===== src/rtl/mem_pkg.sv =====
// Shared types and constants for the memory responder.
package mem_pkg;

   typedef enum logic [1:0] {IDLE, ACCESS, RECOVER, RESP} mem_state_t;

   localparam logic [15:0] IO_ADDR_DEFAULT = 16'hFFFF;
   localparam int          CNT_W           = 4;

endpackage


===== src/rtl/sync_2ff.sv =====
// Two-flop synchronizer for a bus of quasi-static inputs (switches).
module sync_2ff #(
   parameter int WIDTH = 16
) (
   input  logic             clk,
   input  logic             rst_n,
   input  logic [WIDTH-1:0] d,
   output logic [WIDTH-1:0] q
);

   logic [WIDTH-1:0] meta;

   always_ff @(posedge clk or negedge rst_n) begin
      if (!rst_n) begin
         meta <= '0;
         q    <= '0;
      end else begin
         meta <= d;
         q    <= meta;
      end
   end

endmodule


===== src/rtl/mem_responder.sv =====
// Memory-side responder: serves CPU requests from async SRAM with wait states,
// or from memory-mapped I/O (switches in, hex display out) at IO_ADDR.
module mem_responder
   import mem_pkg::*;
#(
   parameter int          WAIT_CYCLES = 2,
   parameter logic [15:0] IO_ADDR     = IO_ADDR_DEFAULT
) (
   input  logic        Clk,
   input  logic        Reset_al,
   input  logic        MEM_EN,
   input  logic        WE,
   input  logic [15:0] MAR,
   input  logic [15:0] MDR,
   input  logic [15:0] SW,
   output logic [15:0] MDR_In,
   output logic        R,
   output logic [15:0] sram_addr,
   output logic [15:0] sram_wdata,
   input  logic [15:0] sram_rdata,
   output logic        sram_ce_n,
   output logic        sram_oe_n,
   output logic        sram_we_n,
   output logic [15:0] hex_out
);

   localparam logic [CNT_W-1:0] WAIT_INIT = CNT_W'(WAIT_CYCLES);

   mem_state_t       state;
   logic [CNT_W-1:0] count;
   logic             we_latched;
   logic [15:0]      sw_sync;

   sync_2ff #(.WIDTH(16)) u_sw_sync (
      .clk   (Clk),
      .rst_n (Reset_al),
      .d     (SW),
      .q     (sw_sync)
   );

   // Every output is a flop; R is raised on the same edge that enters RESP.
   always_ff @(posedge Clk or negedge Reset_al) begin
      if (!Reset_al) begin
         state      <= IDLE;
         count      <= '0;
         we_latched <= 1'b0;
         MDR_In     <= '0;
         R          <= 1'b0;
         hex_out    <= '0;
         sram_addr  <= '0;
         sram_wdata <= '0;
         sram_ce_n  <= 1'b1;
         sram_oe_n  <= 1'b1;
         sram_we_n  <= 1'b1;
      end else begin
         R <= 1'b0;
         case (state)
            IDLE: begin
               if (MEM_EN) begin
                  we_latched <= WE;
                  if (MAR == IO_ADDR) begin
                     if (WE) begin
                        hex_out <= MDR;
                     end else begin
                        MDR_In <= sw_sync;
                     end
                     R     <= 1'b1;
                     state <= RESP;
                  end else begin
                     count     <= WAIT_INIT;
                     sram_addr <= MAR;
                     sram_ce_n <= 1'b0;
                     if (WE) begin
                        sram_we_n  <= 1'b0;
                        sram_wdata <= MDR;
                     end else begin
                        sram_oe_n <= 1'b0;
                     end
                     state <= ACCESS;
                  end
               end
            end
            ACCESS: begin
               if (count == '0) begin
                  if (we_latched) begin
                     // Release we_n first; ce_n/addr/data stay for one hold cycle.
                     sram_we_n <= 1'b1;
                     state     <= RECOVER;
                  end else begin
                     MDR_In    <= sram_rdata;
                     sram_ce_n <= 1'b1;
                     sram_oe_n <= 1'b1;
                     R         <= 1'b1;
                     state     <= RESP;
                  end
               end else begin
                  count <= count - 1'b1;
               end
            end
            RECOVER: begin
               sram_ce_n <= 1'b1;
               R         <= 1'b1;
               state     <= RESP;
            end
            RESP: begin
               state <= IDLE;
            end
            default: begin
               state <= IDLE;
            end
         endcase
      end
   end

endmodule


===== config.mk =====
export PLATFORM = sky130hd
export DESIGN_NAME = mem_responder
export DESIGN_NICKNAME = d
export VERILOG_FILES = /design/src/rtl/mem_pkg.sv /design/src/rtl/sync_2ff.sv /design/src/rtl/mem_responder.sv
export SDC_FILE = /design/constraint.sdc
export NUM_CORES = 1
export LEC_CHECK = 0
export CAP_MARGIN = 15
export CORE_ASPECT_RATIO = 0.6
export CORE_UTILIZATION = 45
export DETAILED_ROUTE_END_ITERATION = 10
export GPL_ROUTABILITY_DRIVEN = 0
export GPL_TIMING_DRIVEN = 0
export PLACE_DENSITY = 0.78
export SYNTH_ARGS = -nofsm -noshare
export SYNTH_HDL_FRONTEND = slang
export SYNTH_SLANG_ARGS = --single-unit

===== constraint.sdc =====
create_clock -name Clk -period 3.9 [get_ports Clk]
set_clock_uncertainty 0.15 [all_clocks]
set_input_delay 0.78 -clock Clk [delete_from_list [all_inputs] [get_ports Clk]]
set_output_delay 0.78 -clock Clk [all_outputs]
set_load 0.01 [all_outputs]

==> results.md, run 1 <==
- Crit-path most repeated cell: buf_6
- Final period util: between 70% and 80%
- Site row count: 26
- Minimum clock period: 2.76 ns
- Final net count: around 500
- Seq cells post-synth: between 100 and 150
- Placed cell areas: roughly 0.0057 mm2
- Hpwl dp: between 6000 and 7000 um
- Die footprint: slightly below 0.01 mm2
- Clock-pin transition on the worst setup and hold timing paths: 0.06 ns
- CP Class: input port to flip-flop
- Synth area leaders: dfrtp_1 (62%), mux2_2 (11%), a21oi_1 (4.5%)
- Measured slew at the worst slew-check pin: ~0.61 ns
- Clock latency on the worst-skew pair: between 0.3 and 0.4 ns
- TNS Setup: 0 ns
- Achievable Freq: roughly 0.36 GHz
- Cts repair resizes: 0
- Synth top area share: about three fifths
- # H-tree levels: 3
- Pin count of the biggest net entering global routing: 74
- CTS root buf: clkbuf_16
- Worst path required time: just under 4 ns
- RSZ-0062 raised after global routing: no
- Fin. Hold Viols: 0
- Delay of the slowest critical-path stage: around 0.51 ns
- Max_cap viols: 0
- Post-route design area: ~0.006 mm2
- Number of global-route vias before repair: roughly 2900
- Fin. max-slew vios: 0
- CTS sink count: approximately 110
- Antenna Cells: 0
- Port buffer count: ~140
- IO Count: between 100 and 150
- Cell area after synthesis: 0.00421 mm2
- Seq/Total Area, Yosys: roughly 64%
- Core area: around 0.0088 mm2
- WL final: between 9000 and 10000 um
- Syn_area_per_cell: between 10 and 15 um2
- Status: completed
- CP cell instances: clkdlybuf4s50_1 > nand4_1 > nor4_4 > buf_6 > nand2b_2 > buf_6 > buf_12 > mux2_4
- Total iterations of the first detailed-routing run: 4
- Drt via density: 5.08
- Initial core utilization: roughly 48%
- Crit. End Element: flip-flop
- Leak pwr: 2.65 nW
- Count leader, synth: dfrtp_1
- Syn Inst Count: between 200 and 300
- Worst-path fanout max: 10
- Initial drt markers: 86
- Worst min path class: flip-flop to flip-flop
- Synth Flop Type: dfrtp_1
- Clock Path Buffers: 2
- First-pass GRT wire length: around 15000 um
- Maximum VDD drop: 0.322 mV
- Most frequent cells after synthesis: dfrtp_1 (104), mux2_2 (40), a21oi_1 (38)
- GRT Overall Usage: ~20%
- Place WS: approximately 0.75 ns
- Number of synthesized flops with an enable pin: 0
- Routed len/inst: 16.3 um
- Final WS setup: between 1 and 1.5 ns
- CTS tree: done
- Rel. slew slack: around three fifths
- Area grow syn2layout: 42.2%
- Layout cells sized above 1: 19.1%
- Syn Nets: 368
- Number of setup violations in the final report: 0
- DR vias: about 2800
- Async S/R FF share, synth: 100%
- Number of post-CTS setup repair buffers: 0
- Die X: between 100 and 150 um
- Hold Buf Count CTS: 0
- PD cells: 707 mW/mm2
- Syn. warnings: 0
- Antenna Nets Post-Route: 0
- GRT overflow: 0
- WHS: ~0.20 ns
- DR DRC count: 0
- TritonCTS buffer count: 9
- CP Launch Type: input port
- Slowest CP cell: clkdlybuf4s50_1
- Die height: roughly 77 um
- Synth unique cells: between 40 and 50
- Initial antenna violation count: 0
- WP data arrival: between 2 and 3 ns
- Synth area leader: dfrtp_1
==> power breakdown <==
part	total [mW]	switching (mW)	internal (mW)
sequential	1.64	0.195	1.45
combinational	1.78	0.782	1.00
clock	0.798	0.365	0.433
total	4.23	1.34	2.88
==> stage by stage <==
step	utilization, %	total power [mW]	std cells
final	68.1	4.23	558
after global routing	68.1	4.50	558
after CTS	68.1	4.26	558
after detailed placement	65.1	3.45	542
after global placement	64.9	3.39	541
after floorplan	-	2.59	294
==> state kept, by name, summed over array words and instances, names as in the netlist, 2 cells and up <==
name / flops
sram_wdata: 16
u_sw_sync.q: 16
count: 4
state: 2
u_sw_sync.meta: 16
hex_out: 16
sram_addr: 16
MDR_In: 16
==> layer usage <==
metal	up-vias	wire (um)	GRT usage [%]
met3	5	685	7.33
met2	117	4020	29.5
li1	1333	-	-
met5	-	0	0
met1	1382	4320	28.0
met4	0	46	5.36
==> cell families after synthesis <==
| logic type | Yosys count | synth area share [%] |
|---|---|---|
| AND/OR/NAND/NOR | 39 | 5.62 |
| AO/OA/AOI/OAI | 54 | 7.35 |
| multiplexers | 66 | 18.0 |
| adder cells (fa/ha/maj) | 6 | 1.79 |
| flip-flops | 107 | 63.8 |
| buffers and inverters | 22 | 3.51 |
==> path summary, 6_finish.rpt <==
path / from / to / slack, ns / depth (start not counted)
min in group asynchronous: Reset_al / hex_out[15] / 0.25 / 1
max: MAR[6] / sram_wdata[7] / 1.14 / 8
max reg2reg: state[0] / sram_wdata[7] / 1.64 / 9
max in group asynchronous: Reset_al / sram_we_n / 2.64 / 2
min: u_sw_sync.meta[14] / u_sw_sync.q[14] / 0.20 / 0
min reg2reg: u_sw_sync.meta[14] / u_sw_sync.q[14] / 0.20 / 0
==> worst max-delay path, delay by kind of cell <==
kind / cells / cell delay [ns]
buffers and inverters: 4 / 1.01
AND/OR/NAND/NOR: 3 / 0.75
multiplexers: 1 / 0.31
==> cell usage in the layout, fill, tap and decap left out, types with 4 or more instances in the layout <==
cell,count
nand2_1,8
dfrtp_1,104
inv_1,7
clkbuf_16,9
a21oi_1,38
ha_1,6
nor2_1,4
mux2i_1,17
buf_2,6
mux2_4,9
o21ai_0,4
nand4_1,6
clkbuf_1,5
buf_6,4
clkdlybuf4s50_1,134
mux2_2,40
buf_4,4
==> area by class of cell <==
| class | count | area [um2] |
|---|---|---|
| tap | 112 | 140 |
| sequential | 107 | 2680 |
| multi-input combinational | 165 | 1380 |
| timing repair buffer | 136 | 1380 |
| inverter | 7 | 26.3 |
| fill | 621 | 2810 |
| clock inverter | 2 | 12.5 |
| buffer | 15 | 121 |
| clock buffer | 14 | 244 |
No activity file was read; power rests on OpenSTA's default activity.
==> inputs of run 2 (changes only) <==
--- a/config.mk
+++ b/config.mk
@@ -7,11 +7,11 @@
 export LEC_CHECK = 0
 export CAP_MARGIN = 15
 export CORE_ASPECT_RATIO = 0.6
-export CORE_UTILIZATION = 45
+export CORE_UTILIZATION = 41
 export DETAILED_ROUTE_END_ITERATION = 10
 export GPL_ROUTABILITY_DRIVEN = 0
 export GPL_TIMING_DRIVEN = 0
-export PLACE_DENSITY = 0.78
+export PLACE_DENSITY = 0.75
 export SYNTH_ARGS = -nofsm -noshare
 export SYNTH_HDL_FRONTEND = slang
 export SYNTH_SLANG_ARGS = --single-unit
==> constraint.sdc (replaced) <==
create_clock -name Clk -period 2.4 [get_ports Clk]
set_clock_uncertainty 0.15 [all_clocks]
set_input_delay 0.48 -clock Clk [delete_from_list [all_inputs] [get_ports Clk]]
set_output_delay 0.48 -clock Clk [all_outputs]
set_load 0.01 [all_outputs]
==> run 2 against run 1 <==
Effect of this change:
- total power increased by 67%
- final cell count increased by 5.2%
- non-clock buffer count increased by 6
- flip-flop and latch count unchanged
- critical endpoint is now sram_wdata[15]
- largest power group unchanged
==> results.md, run 2 (synthesis results as in run 1) <==
- Fin cells: roughly 600
- Worst min path class: flip-flop to flip-flop
- Achievable Freq: between 0.4 and 0.5 GHz
- PD cells: about 1100 mW/mm2
- Routed len/inst: between 15 and 20 um
- # H-tree levels: 3
- R2R Path Start: state[1]
- GRT Overall Usage: between 10% and 20%
- Most frequent cells in the layout: clkdlybuf4s50_1 (130), dfrtp_1 (104), mux2_2 (40)
- Core area: ~0.0099 mm2
- Hpwl dp: about 6600 um
- WL final: roughly 9000 um
- Layout cells sized above 1: ~21%
- CTS sink count: 107
- Slowest CP cell: clkdlybuf4s50_1
- Initial antenna violation count: 0
- Crit. End Element: flip-flop
- Number of setup violations in the final report: 0
- CTS root buf: clkbuf_16
- CTS tree: done
- R2R Path End: MDR_In[7]
- Final period util: slightly below 100%
- DR DRC count: 0
- Maximum VDD drop: about 0.63 mV
- Pin count of the biggest net entering global routing: between 70 and 80
- DR vias: between 2000 and 3000
- Worst Setup EP: sram_wdata[15]
- IO Count: 136
- Commonest non-fill, non-tap cell in the layout: clkdlybuf4s50_1
- Final WS setup: roughly 0.07 ns
- CP cell instances: clkdlybuf4s50_1 > nand4_1 > nor4_4 > buf_6 > nand2b_4 > buf_8 > clkbuf_16 > mux2_4
- Site row count: 28
- CP Launch Type: input port
- Measured slew at the worst slew-check pin: ~0.65 ns
- Delay of the slowest critical-path stage: slightly below 0.5 ns
- Final net count: ~520
- Total iterations of the first detailed-routing run: 4
- Flop2flop setup slack: 0.14 ns
- Clock-pin transition on the worst setup and hold timing paths: roughly 0.070 ns
- Die footprint: approximately 0.011 mm2
- Fillers: between 700 and 800
- R2R depth: 9
- Area grow syn2layout: 47.0%
- Logic depth of the worst path, buffers included: 8
- Worst-path fanout max: 6
- Crit path max-delay family: buffers and inverters
- Fin. max-slew vios: 0
- Die X: 133 um
- Port buffer count: about 140
- Place WS: -0.385 ns
- WP data arrival: between 2 and 2.5 ns
- Die height: roughly 80 um
- Minimum clock period: ~2.3 ns
- First-pass GRT wire length: 15100 um
- Leak pwr: between 2 and 3 nW
- Worst path required time: 2.48 ns
- Initial core utilization: 42.4%
- CP Class: input port to flip-flop
- Drt via density: between 4 and 5
- Clock Path Buffers: 2
- TritonCTS buffer count: 9
- Antenna Nets Post-Route: 0
- GRT overflow: 0
- Initial drt markers: 78
- Status: completed
- Rel. slew slack: between 50% and 60%
- Antenna Cells: 0
- Crit path from: MAR[2]
- Fin. Hold Viols: 0
- Number of global-route vias before repair: between 3000 and 4000
- Placed cells: around 570
- Max_cap viols: 0
- Clock latency on the worst-skew pair: ~0.34 ns
- Buf/Inv on CP: 4
run 2: repair_timing:
item / in CTS / in global routing
pin swaps: 1 / 2
endpoints found under the hold margin: 33 / 0
cloned: 0 / 1
setup buffers: 0 / 5
endpoints found under the setup margin: 9 / 17
gates resized for setup: 0 / 12
hold buffers: 1 / 0
run 2: report_power, final:
| part | total (mW) | switching [mW] | internal, mW |
|---|---|---|---|
| logic | 2.97 | 1.29 | 1.67 |
| registers | 2.66 | 0.310 | 2.35 |
| clock network | 1.45 | 0.684 | 0.762 |
| total | 7.07 | 2.29 | 4.78 |
run 2: cell type report:
type                    instances  area (um2)  share of cell area, %
plain buffers                  14         121                   1.96
repair buffers                143        1470                   23.8
clock inverters                 6        62.6                   1.01
clock buffers                  10         239                   3.87
inverters                       7        26.3                  0.425
well taps                     135         169                   2.73
multi-input cells             165        1410                   22.8
flip-flops and latches        107        2680                   43.4
run 2: metal layers:
layer  routed length [um]  vias up  GRT usage (%)  part of all wire, %
li1                     -     1358              -                    -
met1                 4390     1410           25.0                   48
met2                 4120      100           28.8                   45
met3                  563        9           5.87                  6.1
met4                   82        0           5.75                 0.90
met5                    0        -              0                    0
run 2: worst min path at each step:
stage / cells past startpoint / startpoint / slack, ns / to
3_3_place_gp: 0 / u_sw_sync.meta[0] / 0.18 / u_sw_sync.q[0]
3_5_place_dp: 0 / u_sw_sync.meta[15] / 0.18 / u_sw_sync.q[15]
5_1_grt: 0 / u_sw_sync.meta[9] / 0.21 / u_sw_sync.q[9]
2_1_floorplan: 0 / Reset_al / 0.03 / MDR_In[0]
4_1_cts: 0 / u_sw_sync.meta[15] / 0.20 / u_sw_sync.q[15]
6_report: 0 / u_sw_sync.meta[15] / 0.20 / u_sw_sync.q[15]
run 2: per-stage QoR:
| step | utilization (%) | setup TNS (ns) | area (um2) | power (mW) | hold slack (ns) |
|---|---|---|---|---|---|
| after global routing | 62.3 | -0.00183 | 6180 | 7.53 | 0.207 |
| after floorplan | - | 0 | 4210 | 4.21 | 0.0344 |
| final | 62.3 | 0 | 6180 | 7.07 | 0.200 |
| after global placement | 57.7 | -352.82 | 5730 | 5.52 | 0.181 |
| after CTS | 61.1 | 0 | 6060 | 7.09 | 0.201 |
| after detailed placement | 58.0 | -15.02 | 5750 | 5.60 | 0.185 |
==> inputs of run 3 (changes only) <==
--- a/config.mk
+++ b/config.mk
@@ -8,6 +8,7 @@
 export CAP_MARGIN = 15
 export CORE_ASPECT_RATIO = 0.6
 export CORE_UTILIZATION = 41
+export CTS_BUF_LIST = sky130_fd_sc_hd__clkbuf_16
 export DETAILED_ROUTE_END_ITERATION = 10
 export GPL_ROUTABILITY_DRIVEN = 0
 export GPL_TIMING_DRIVEN = 0
==> run 3 against run 2 <==
Effect of this change:
- die area unchanged
- wire length about the same
- flip-flop and latch count unchanged
- largest cell class unchanged
- final cell count unchanged
- non-clock buffer count unchanged
- sequential share of layout area increased by 0.070 points
- critical endpoint unchanged
- core utilization decreased by 0.10 points
==> results.md, run 3 (synthesis results as in run 1) <==
- Core Util, Final: between 60% and 70%
- Final net count: about 520
- Area grow syn2layout: 46.7%
- Antenna Cells: 0
- Max_cap viols: 0
- Clock Path Buffers: 2
- TritonCTS buffer count: 9
- Measured slew at the worst slew-check pin: around 0.65 ns
- CP Class: input port to flip-flop
- Reg power frac: between 30 and 40%
- R2R Path End: MDR_In[7]
- WP data arrival: 2.41 ns
- Crit. End Element: flip-flop
- Worst path required time: about 2.5 ns
- Commonest non-fill, non-tap cell in the layout: clkdlybuf4s50_1
- Maximum VDD drop: around 0.63 mV
- IO Count: 136
- Fin cells: 587
- Most frequent cells in the layout: clkdlybuf4s50_1 (130), dfrtp_1 (104), mux2_2 (40)
- DR DRC count: 0
- Fin. Hold Viols: 0
- Hold path startpoint: u_sw_sync.meta[15]
- Leak pwr: between 2 and 3 nW
- Initial drt markers: 78
- First-pass GRT wire length: roughly 15000 um
- WL final: just over 9000 um
- Pin count of the biggest net entering global routing: 75
- Number of setup violations in the final report: 0
- PD cells: 1140 mW/mm2
- CTS root buf: clkbuf_16
- Multi-input gate area: 0.00141 mm2
- Switch Pwr: 2.29 mW
- Worst Setup EP: sram_wdata[15]
- Core area: just under 0.01 mm2
- Die height: slightly above 80 um
- CTS sink count: approximately 110
- Final period util: 97.0%
- GRT Overall Usage: 18.6%
- Clock power frac: approximately 20%
- Tot Pwr: 7.04 mW
- Number of global-route vias before repair: approximately 3000
- Minimum clock period: between 2 and 2.5 ns
- Placed cells: approximately 570
- R2R Path Start: state[1]
- Die footprint: 0.0107 mm2
- Crit path from: MAR[2]
- Register area: ~0.0027 mm2
- Gate power share: between 40% and 50%
- Fillers: 783
- Worst-path fanout max: 6
- WHS: between 0.2 and 0.25 ns
- Routed len/inst: between 15 and 20 um
- CTS tree: done
- TNS Setup: 0 ns
- DR vias: roughly 2900
- Final WS setup: a little over 0.07 ns
- Port buffer count: approximately 140
- Total iterations of the first detailed-routing run: 4
- GRT overflow: 0
- R2R depth: 9
- Antenna Nets Post-Route: 0
- Clock-pin transition on the worst setup and hold timing paths: roughly 0.070 ns
- Flop2flop setup slack: between 0.1 and 0.15 ns
- CP Launch Type: input port
- # H-tree levels: 3
- Site row count: 28
- Worst min path class: flip-flop to flip-flop
- Initial antenna violation count: 0
- Die X: between 100 and 150 um
- Place WS: -0.385 ns
- Clock latency on the worst-skew pair: between 0.3 and 0.4 ns
- Fin. max-slew vios: 0
- Post-route design area: between 0.006 and 0.007 mm2
- Status: completed
- Layout cells sized above 1: 21.2%
- Placed cell areas: 0.00575 mm2
- Initial core utilization: 42.4%
- Net Sw Frac: about a third
- Hpwl dp: ~6600 um
- Achievable Freq: 0.429 GHz
- Pint: roughly 4.8 mW
- Drt via density: approximately 4.9
- Rel. slew slack: between 50% and 60%
## run 3: layer usage
layer | global-route usage (%) | vias to the layer above | wire, um
met4 | 5.75 | 0 | 85
li1 | - | 1356 | -
met3 | 5.87 | 9 | 570
met1 | 24.9 | 1402 | 4390
met2 | 28.7 | 102 | 4110
met5 | 0 | - | 0
## run 3: repair_timing
item                       CTS  global route
hold endpoints to repair    33             0
pin swaps                    1             2
cloned                       0             1
setup buffers                0             5
setup endpoints to repair    9            16
hold buffers                 1             0
gates resized for setup      0            12
## run 3: layout make-up
class	count	area share [%]
Sequential cell	107	43.5
Buffer	14	1.97
Inverter	7	0.426
Timing Repair Buffer	143	23.8
Clock inverter	7	1.07
Multi-Input combinational cell	165	22.8
Clock buffer	9	3.65
Tap cell	135	2.74
## run 3: worst min-delay path by stage
stage	endpoint	slack, ns	cells after the start
floorplan	MDR_In[0]	0.03	0
global placement	u_sw_sync.q[0]	0.18	0
detailed placement	u_sw_sync.q[15]	0.18	0
CTS	u_sw_sync.q[15]	0.20	0
global route	u_sw_sync.q[9]	0.21	0
finish	u_sw_sync.q[15]	0.20	0
## run 3: power by group through the flow
stage	Sequential [mW]	Clock, mW	Combinational [mW]
floorplan	2.86	0	1.36
global placement	2.68	0	2.84
detailed placement	2.69	0	2.91
CTS	2.67	1.46	2.93
global route	2.74	1.54	3.21
finish	2.66	1.41	2.97
## run 3: worst max-delay path: stages
cell             delay, ns
clkdlybuf4s50_1       0.49
nand4_1               0.14
nor4_4                0.43
buf_6                 0.17
nand2b_4              0.12
buf_8                 0.13
clkbuf_16             0.16
mux2_4                0.29
